## config.mk

```make
export PLATFORM = sky130hd
export DESIGN_NAME = mc_ctrl_unit
export DESIGN_NICKNAME = d
export VERILOG_FILES = /design/src/rtl/cpu_pkg.sv /design/src/rtl/mc_mem_wait_timer.sv /design/src/rtl/mc_ctrl_unit.sv
export SDC_FILE = /design/constraint.sdc
export NUM_CORES = 1
export LEC_CHECK = 0
export CORE_MARGIN = 5
export CORE_UTILIZATION = 30
export CTS_CLUSTER_DIAMETER = 100
export DETAILED_ROUTE_END_ITERATION = 8
export PLACE_DENSITY = 0.55
export SLEW_MARGIN = 5
export SYNTH_ARGS = -nofsm -noshare
export SYNTH_HDL_FRONTEND = slang
export SYNTH_SLANG_ARGS = --single-unit
```

## constraint.sdc

```tcl
create_clock -name clk -period 2.9 [get_ports clk]
set_clock_uncertainty 0.2 [all_clocks]
set_input_delay 0.58 -clock clk [delete_from_list [all_inputs] [get_ports clk]]
set_output_delay 0.58 -clock clk [all_outputs]
set_load 0.02 [all_outputs]
```

## src/rtl/cpu_pkg.sv

```systemverilog
// Shared definitions for the 8-bit multicycle CPU: opcodes, control states,
// ALU operation codes and instruction field positions.
package cpu_pkg;

    localparam int OPC_MSB = 7;
    localparam int OPC_LSB = 5;

    localparam logic [2:0] OP_ADD   = 3'b000;
    localparam logic [2:0] OP_SUB   = 3'b001;
    localparam logic [2:0] OP_AND   = 3'b010;
    localparam logic [2:0] OP_OR    = 3'b011;
    localparam logic [2:0] OP_LOAD  = 3'b100;
    localparam logic [2:0] OP_STORE = 3'b101;
    localparam logic [2:0] OP_JMP   = 3'b110;
    localparam logic [2:0] OP_HALT  = 3'b111;

    localparam logic [1:0] ALU_ADD = 2'b00;
    localparam logic [1:0] ALU_SUB = 2'b01;
    localparam logic [1:0] ALU_AND = 2'b10;
    localparam logic [1:0] ALU_OR  = 2'b11;

    typedef enum logic [2:0] {
        ST_FETCH  = 3'd0,
        ST_DECODE = 3'd1,
        ST_EXEC   = 3'd2,
        ST_MEM    = 3'd3,
        ST_WB     = 3'd4,
        ST_HALT   = 3'd5
    } state_t;

    // The four ALU opcodes share a clear MSB and carry the ALU code in [1:0].
    function automatic logic is_alu_op(input logic [2:0] opc);
        return (opc[2] == 1'b0);
    endfunction

endpackage

```

## src/rtl/mc_mem_wait_timer.sv

```systemverilog
// Data-memory wait counter: cleared on MEM entry, counts wait cycles and
// flags a timeout once it reaches MEM_TIMEOUT (0 disables the timeout).
module mc_mem_wait_timer #(
    parameter int unsigned MEM_TIMEOUT = 15
) (
    input  logic clk,
    input  logic rst_n,
    input  logic clear,
    input  logic enable,
    output logic timeout
);

    localparam logic [7:0] LIMIT  = 8'(MEM_TIMEOUT);
    localparam bit         TMO_EN = (MEM_TIMEOUT != 0);

    logic [7:0] count_q;
    logic [7:0] count_d;

    // Saturate so a disabled timeout never wraps back into a false match.
    always_comb begin
        count_d = count_q;
        if (clear) begin
            count_d = '0;
        end else if (enable && (count_q != 8'hFF)) begin
            count_d = count_q + 8'd1;
        end
    end

    always_ff @(posedge clk or negedge rst_n) begin
        if (!rst_n) begin
            count_q <= '0;
        end else begin
            count_q <= count_d;
        end
    end

    assign timeout = TMO_EN && (count_q == LIMIT);

endmodule

```

## src/rtl/mc_ctrl_unit.sv

```systemverilog
// Multicycle control FSM for the 8-bit CPU. Define CTRL_HALT_EN to make
// opcode 111 enter a sticky HALT state; otherwise it executes as a NOP.
module mc_ctrl_unit
    import cpu_pkg::*;
#(
    parameter int unsigned MEM_TIMEOUT = 15
) (
    input  logic       clk,
    input  logic       rst_n,
    input  logic [7:0] instr,
    input  logic       mem_ready,
    output logic       pc_we,
    output logic       pc_src,
    output logic       ir_we,
    output logic       rf_we,
    output logic       wb_sel,
    output logic [1:0] alu_op,
    output logic       mem_req,
    output logic       mem_we,
    output logic [2:0] state,
    output logic       mem_err
);

    state_t     state_q;
    state_t     state_d;
    logic [2:0] opcode_q;
    logic [2:0] opcode_d;
    logic       mem_err_q;
    logic       mem_err_d;

    logic       tmr_clear;
    logic       tmr_enable;
    logic       timeout;

    logic       pc_we_c;
    logic       pc_src_c;
    logic       ir_we_c;
    logic       rf_we_c;
    logic       wb_sel_c;
    logic [1:0] alu_op_c;
    logic       mem_req_c;
    logic       mem_we_c;

    logic       unused_instr_bits;
    assign unused_instr_bits = ^instr[OPC_LSB-1:0];

    mc_mem_wait_timer #(
        .MEM_TIMEOUT (MEM_TIMEOUT)
    ) u_wait_timer (
        .clk     (clk),
        .rst_n   (rst_n),
        .clear   (tmr_clear),
        .enable  (tmr_enable),
        .timeout (timeout)
    );

    always_comb begin
        state_d    = state_q;
        opcode_d   = opcode_q;
        mem_err_d  = mem_err_q;
        tmr_clear  = 1'b0;
        tmr_enable = 1'b0;
        pc_we_c    = 1'b0;
        pc_src_c   = 1'b0;
        ir_we_c    = 1'b0;
        rf_we_c    = 1'b0;
        wb_sel_c   = 1'b0;
        alu_op_c   = ALU_ADD;
        mem_req_c  = 1'b0;
        mem_we_c   = 1'b0;

        case (state_q)
            ST_FETCH: begin
                ir_we_c  = 1'b1;
                pc_we_c  = 1'b1;
                opcode_d = instr[OPC_MSB:OPC_LSB];
                state_d  = ST_DECODE;
            end
            ST_DECODE: begin
                state_d = ST_EXEC;
            end
            ST_EXEC: begin
                state_d = ST_FETCH;
                if (is_alu_op(opcode_q)) begin
                    rf_we_c  = 1'b1;
                    alu_op_c = opcode_q[1:0];
                end else begin
                    case (opcode_q)
                        OP_LOAD, OP_STORE: begin
                            tmr_clear = 1'b1;
                            state_d   = ST_MEM;
                        end
                        OP_JMP: begin
                            pc_we_c  = 1'b1;
                            pc_src_c = 1'b1;
                        end
                        default: begin
`ifdef CTRL_HALT_EN
                            state_d = ST_HALT;
`else
                            state_d = ST_FETCH;
`endif
                        end
                    endcase
                end
            end
            // A ready response in the timeout cycle still completes the access.
            ST_MEM: begin
                mem_req_c = 1'b1;
                mem_we_c  = (opcode_q == OP_STORE);
                if (mem_ready) begin
                    state_d = (opcode_q == OP_LOAD) ? ST_WB : ST_FETCH;
                end else if (timeout) begin
                    mem_err_d = 1'b1;
                    state_d   = ST_FETCH;
                end else begin
                    tmr_enable = 1'b1;
                end
            end
            ST_WB: begin
                rf_we_c  = 1'b1;
                wb_sel_c = 1'b1;
                state_d  = ST_FETCH;
            end
`ifdef CTRL_HALT_EN
            ST_HALT: begin
                state_d = ST_HALT;
            end
`endif
            default: begin
                state_d = ST_FETCH;
            end
        endcase
    end

    always_ff @(posedge clk or negedge rst_n) begin
        if (!rst_n) begin
            state_q   <= ST_FETCH;
            opcode_q  <= OP_ADD;
            mem_err_q <= 1'b0;
        end else begin
            state_q   <= state_d;
            opcode_q  <= opcode_d;
            mem_err_q <= mem_err_d;
        end
    end

    // Reset forces every control output low immediately, not at the next edge.
    assign pc_we   = pc_we_c   & rst_n;
    assign pc_src  = pc_src_c  & rst_n;
    assign ir_we   = ir_we_c   & rst_n;
    assign rf_we   = rf_we_c   & rst_n;
    assign wb_sel  = wb_sel_c  & rst_n;
    assign alu_op  = alu_op_c  & {2{rst_n}};
    assign mem_req = mem_req_c & rst_n;
    assign mem_we  = mem_we_c  & rst_n;
    assign state   = state_q;
    assign mem_err = mem_err_q;

endmodule

```

==> results.yml <==
timing:
  final.min_clock_period_ps: 2712
  report.final.setup_viol: 0
  worst_slew_margin_rel_pct: 64.27
  hold_viol_final: 0
  worst_pin_slew_ps: 531.8
  rsz_0062_raised_after_global_routing: "false"
  maxSlewViolCount: 0
  fin_tns_setup_ps: 0
  fin_hold_ws_ps: 297.4
  final_critical_path_setup_slack_ps: 187.9
  fin_crit_sh_pct: 93.52
  fmaxAchievable_mhz: 368.7
layout:
  layout.cells.non_filler: 150
  layout_commonest_cell: "dfrtp_1"
  layout.cells.most_common_list: "dfrtp_1, nand2_1, clkdlybuf4s50_1"
  areaGrowthSynthToFinish_pct: 28.89
  drive_above_1_share_pct: 14.29
  antenna_cells_inserted: 0
  fill_cells: 297
  fin_nets: 132
critical_path:
  cp-end-kind: "output pin"
  crit_required_ps: 2120
  start_kind: "input pin"
  crit_fanout: 4
  critical_path.cell_chain: "clkdlybuf4s50_1 > buf_4 > nor2b_1 > and3_1 > dlygate4sd2_1"
  worst_path_max_delay_cell: "clkdlybuf4s50_1"
  r2r_setup_slack_ps: 1190
  path_class: "in2out"
  critical_path.max_stage_delay_ps: 560
  timing.critical_path.arrival_ps: 1930
grt:
  antenna_found_initial: 0
  first_global_vias: 800
  grt_first_pass_wirelength_um: 3657
  maximum_number_of_pins_on_one_net_before_global_route_repair: 13
  gr-usage-all-layers_pct: 11.18
  grt.overflow.total: 0
placement:
  port-buffer-count: 18
  pre_cts_ws_ps: -117.7
  finalWeightedCongestion: 0.7749
  hpwl_um: 1626
  place_inst: 146
power:
  vdd_ir_drop_max_mv: 0.3487
  p_per_area_nw_per_um2: 865.3
  power.leakage_uw: 0.0005244
  report.power.total_uw: 994.9
outcome:
  status: "complete, no violations"
cts:
  cts_hold_buf: 0
  clock_tree.root_cell: "clkbuf_4"
  path_clk_slew_ps: 90
  cts.sinks: 15
  max-clock-path-buffers: 2
  htree_num_levels: 1
  clkLatencyLatePin_ps: 280
  numCtsBuffers: 3
  tritoncts: "built"
yosys:
  syn-num-nets: 107
  post_synthesis_sequential_area_ratio_pct: 42.08
  syn_inst: 95
  yosys_warnings: 0
  synth_top_flop_cell: "dfrtp_1"
  synthDistinctLibCells: 37
  synth_area_sq_um: 892.1
  post_synthesis_area_per_instance_sq_um: 9.391
  async_sr_flop_fraction_pct: 100.0
  synth-seq-cells: 15
  synth_edf_count: 0
run:
  cap_violations: 0
floorplanning:
  boundaryPins: 24
  placeableCoreArea_sq_um: 2805
  fp.dieW_um: 64.53
  starting_density_pct: 31.80
  floorplan.die.height_um: 64.53
  rows: 19
  dieArea_sq_um: 4164
hold_path:
  worst_hold_path_type: "reg2reg"
drt:
  drtPass1Iterations: 4
  drtIter0Drc: 50
  drt-wirelength-per-cell_um: 13.87
  drt_total_wl_um: 2081
  avgViaCountPerCell: 5.200
  drc_errors: 0
  antenna_left: 0
  detailroute.via_count: 780
-- flip-flops by register name, indices dropped and copies added, names as in the netlist --
register and cells:
state 3, u_wait_timer.count_q 8, mem_err 1, opcode_q 3
-- per-layer routing --
metal	vias to the layer above	track usage, %	part of all wire (%)
li1	388	-	-
met1	367	14.48	47
met2	23	16.62	45
met3	2	4.663	7.2
met4	0	4.222	0.48
met5	-	0	0
-- Yosys cell counts (2+ instances only) --
master / number / area [sq um]
dfrtp_1: 15 / 375.4
nand2_1: 10 / 37.54
nor3_1: 8 / 40.04
nor2_1: 6 / 22.52
and3_1: 4 / 25.02
nand2b_1: 4 / 25.02
inv_1: 3 / 11.26
mux2_2: 3 / 33.78
mux2i_1: 3 / 30.03
nand4_1: 3 / 18.77
a211oi_1: 2 / 15.01
a21oi_1: 2 / 10.01
buf_2: 2 / 10.01
nand3_1: 2 / 10.01
nor2b_1: 2 / 12.51
nor4_1: 2 / 12.51
o22ai_1: 2 / 12.51
or2_1: 2 / 12.51
xnor2_1: 2 / 17.52
-- critical path: cells and delay by family --
| kind | cells | cell delay [ps] |
|---|---|---|
| buf+inv | 3 | 1050 |
| simple gates | 2 | 300 |
-- repair_timing --
action,in CTS,in global routing
buffers inserted,0,0
endpoints found under the setup margin,8,1
resized for setup,8,1
pin swaps,0,0
-- stage by stage --
| step | utilization, % | area (sq um) |
|---|---|---|
| 6_report | 40.99 | 1150 |
| 3_3_place_gp | 40.32 | 1131 |
| 4_1_cts | 40.90 | 1147 |
| 3_5_place_dp | 40.32 | 1131 |
| 2_1_floorplan | - | 892.1 |
| 5_1_grt | 40.99 | 1150 |
-- final cells by class --
class,instances,area [sq um],area share (%)
multi-input combinational,73,480.5,41.78
sequential,15,375.4,32.64
timing repair buffer,24,217.7,18.93
tap,31,38.79,3.373
clock buffer,4,26.28,2.285
inverter,3,11.26,0.9793
-- kinds of logic after synthesis --
kind of cell    synth area share, %
mux                           7.153
compound gates                9.538
simple gates                  32.82
flops                         42.08
buf+inv                       4.067
fa+ha+maj                     1.402
xor+xnor                      2.946
-- where the power goes --
| group | internal [uW] | leakage [uW] | switching (uW) |
|---|---|---|---|
| clock | 53.3 | 0.0000150 | 65.6 |
| combinational | 241 | 0.000316 | 250 |
| sequential | 287 | 0.000194 | 97.4 |
-- final timing paths --
path | end | startpoint | cells past startpoint
max reg2reg | u_wait_timer.count_q[7] | state[2] | 4
max | alu_op[1] | rst_n | 5
min | mem_err | mem_err | 1
max in group asynchronous | u_wait_timer.count_q[2] | rst_n | 3
min reg2reg | mem_err | mem_err | 1
min in group asynchronous | u_wait_timer.count_q[5] | rst_n | 2
(Power assumes the default switching activity.)
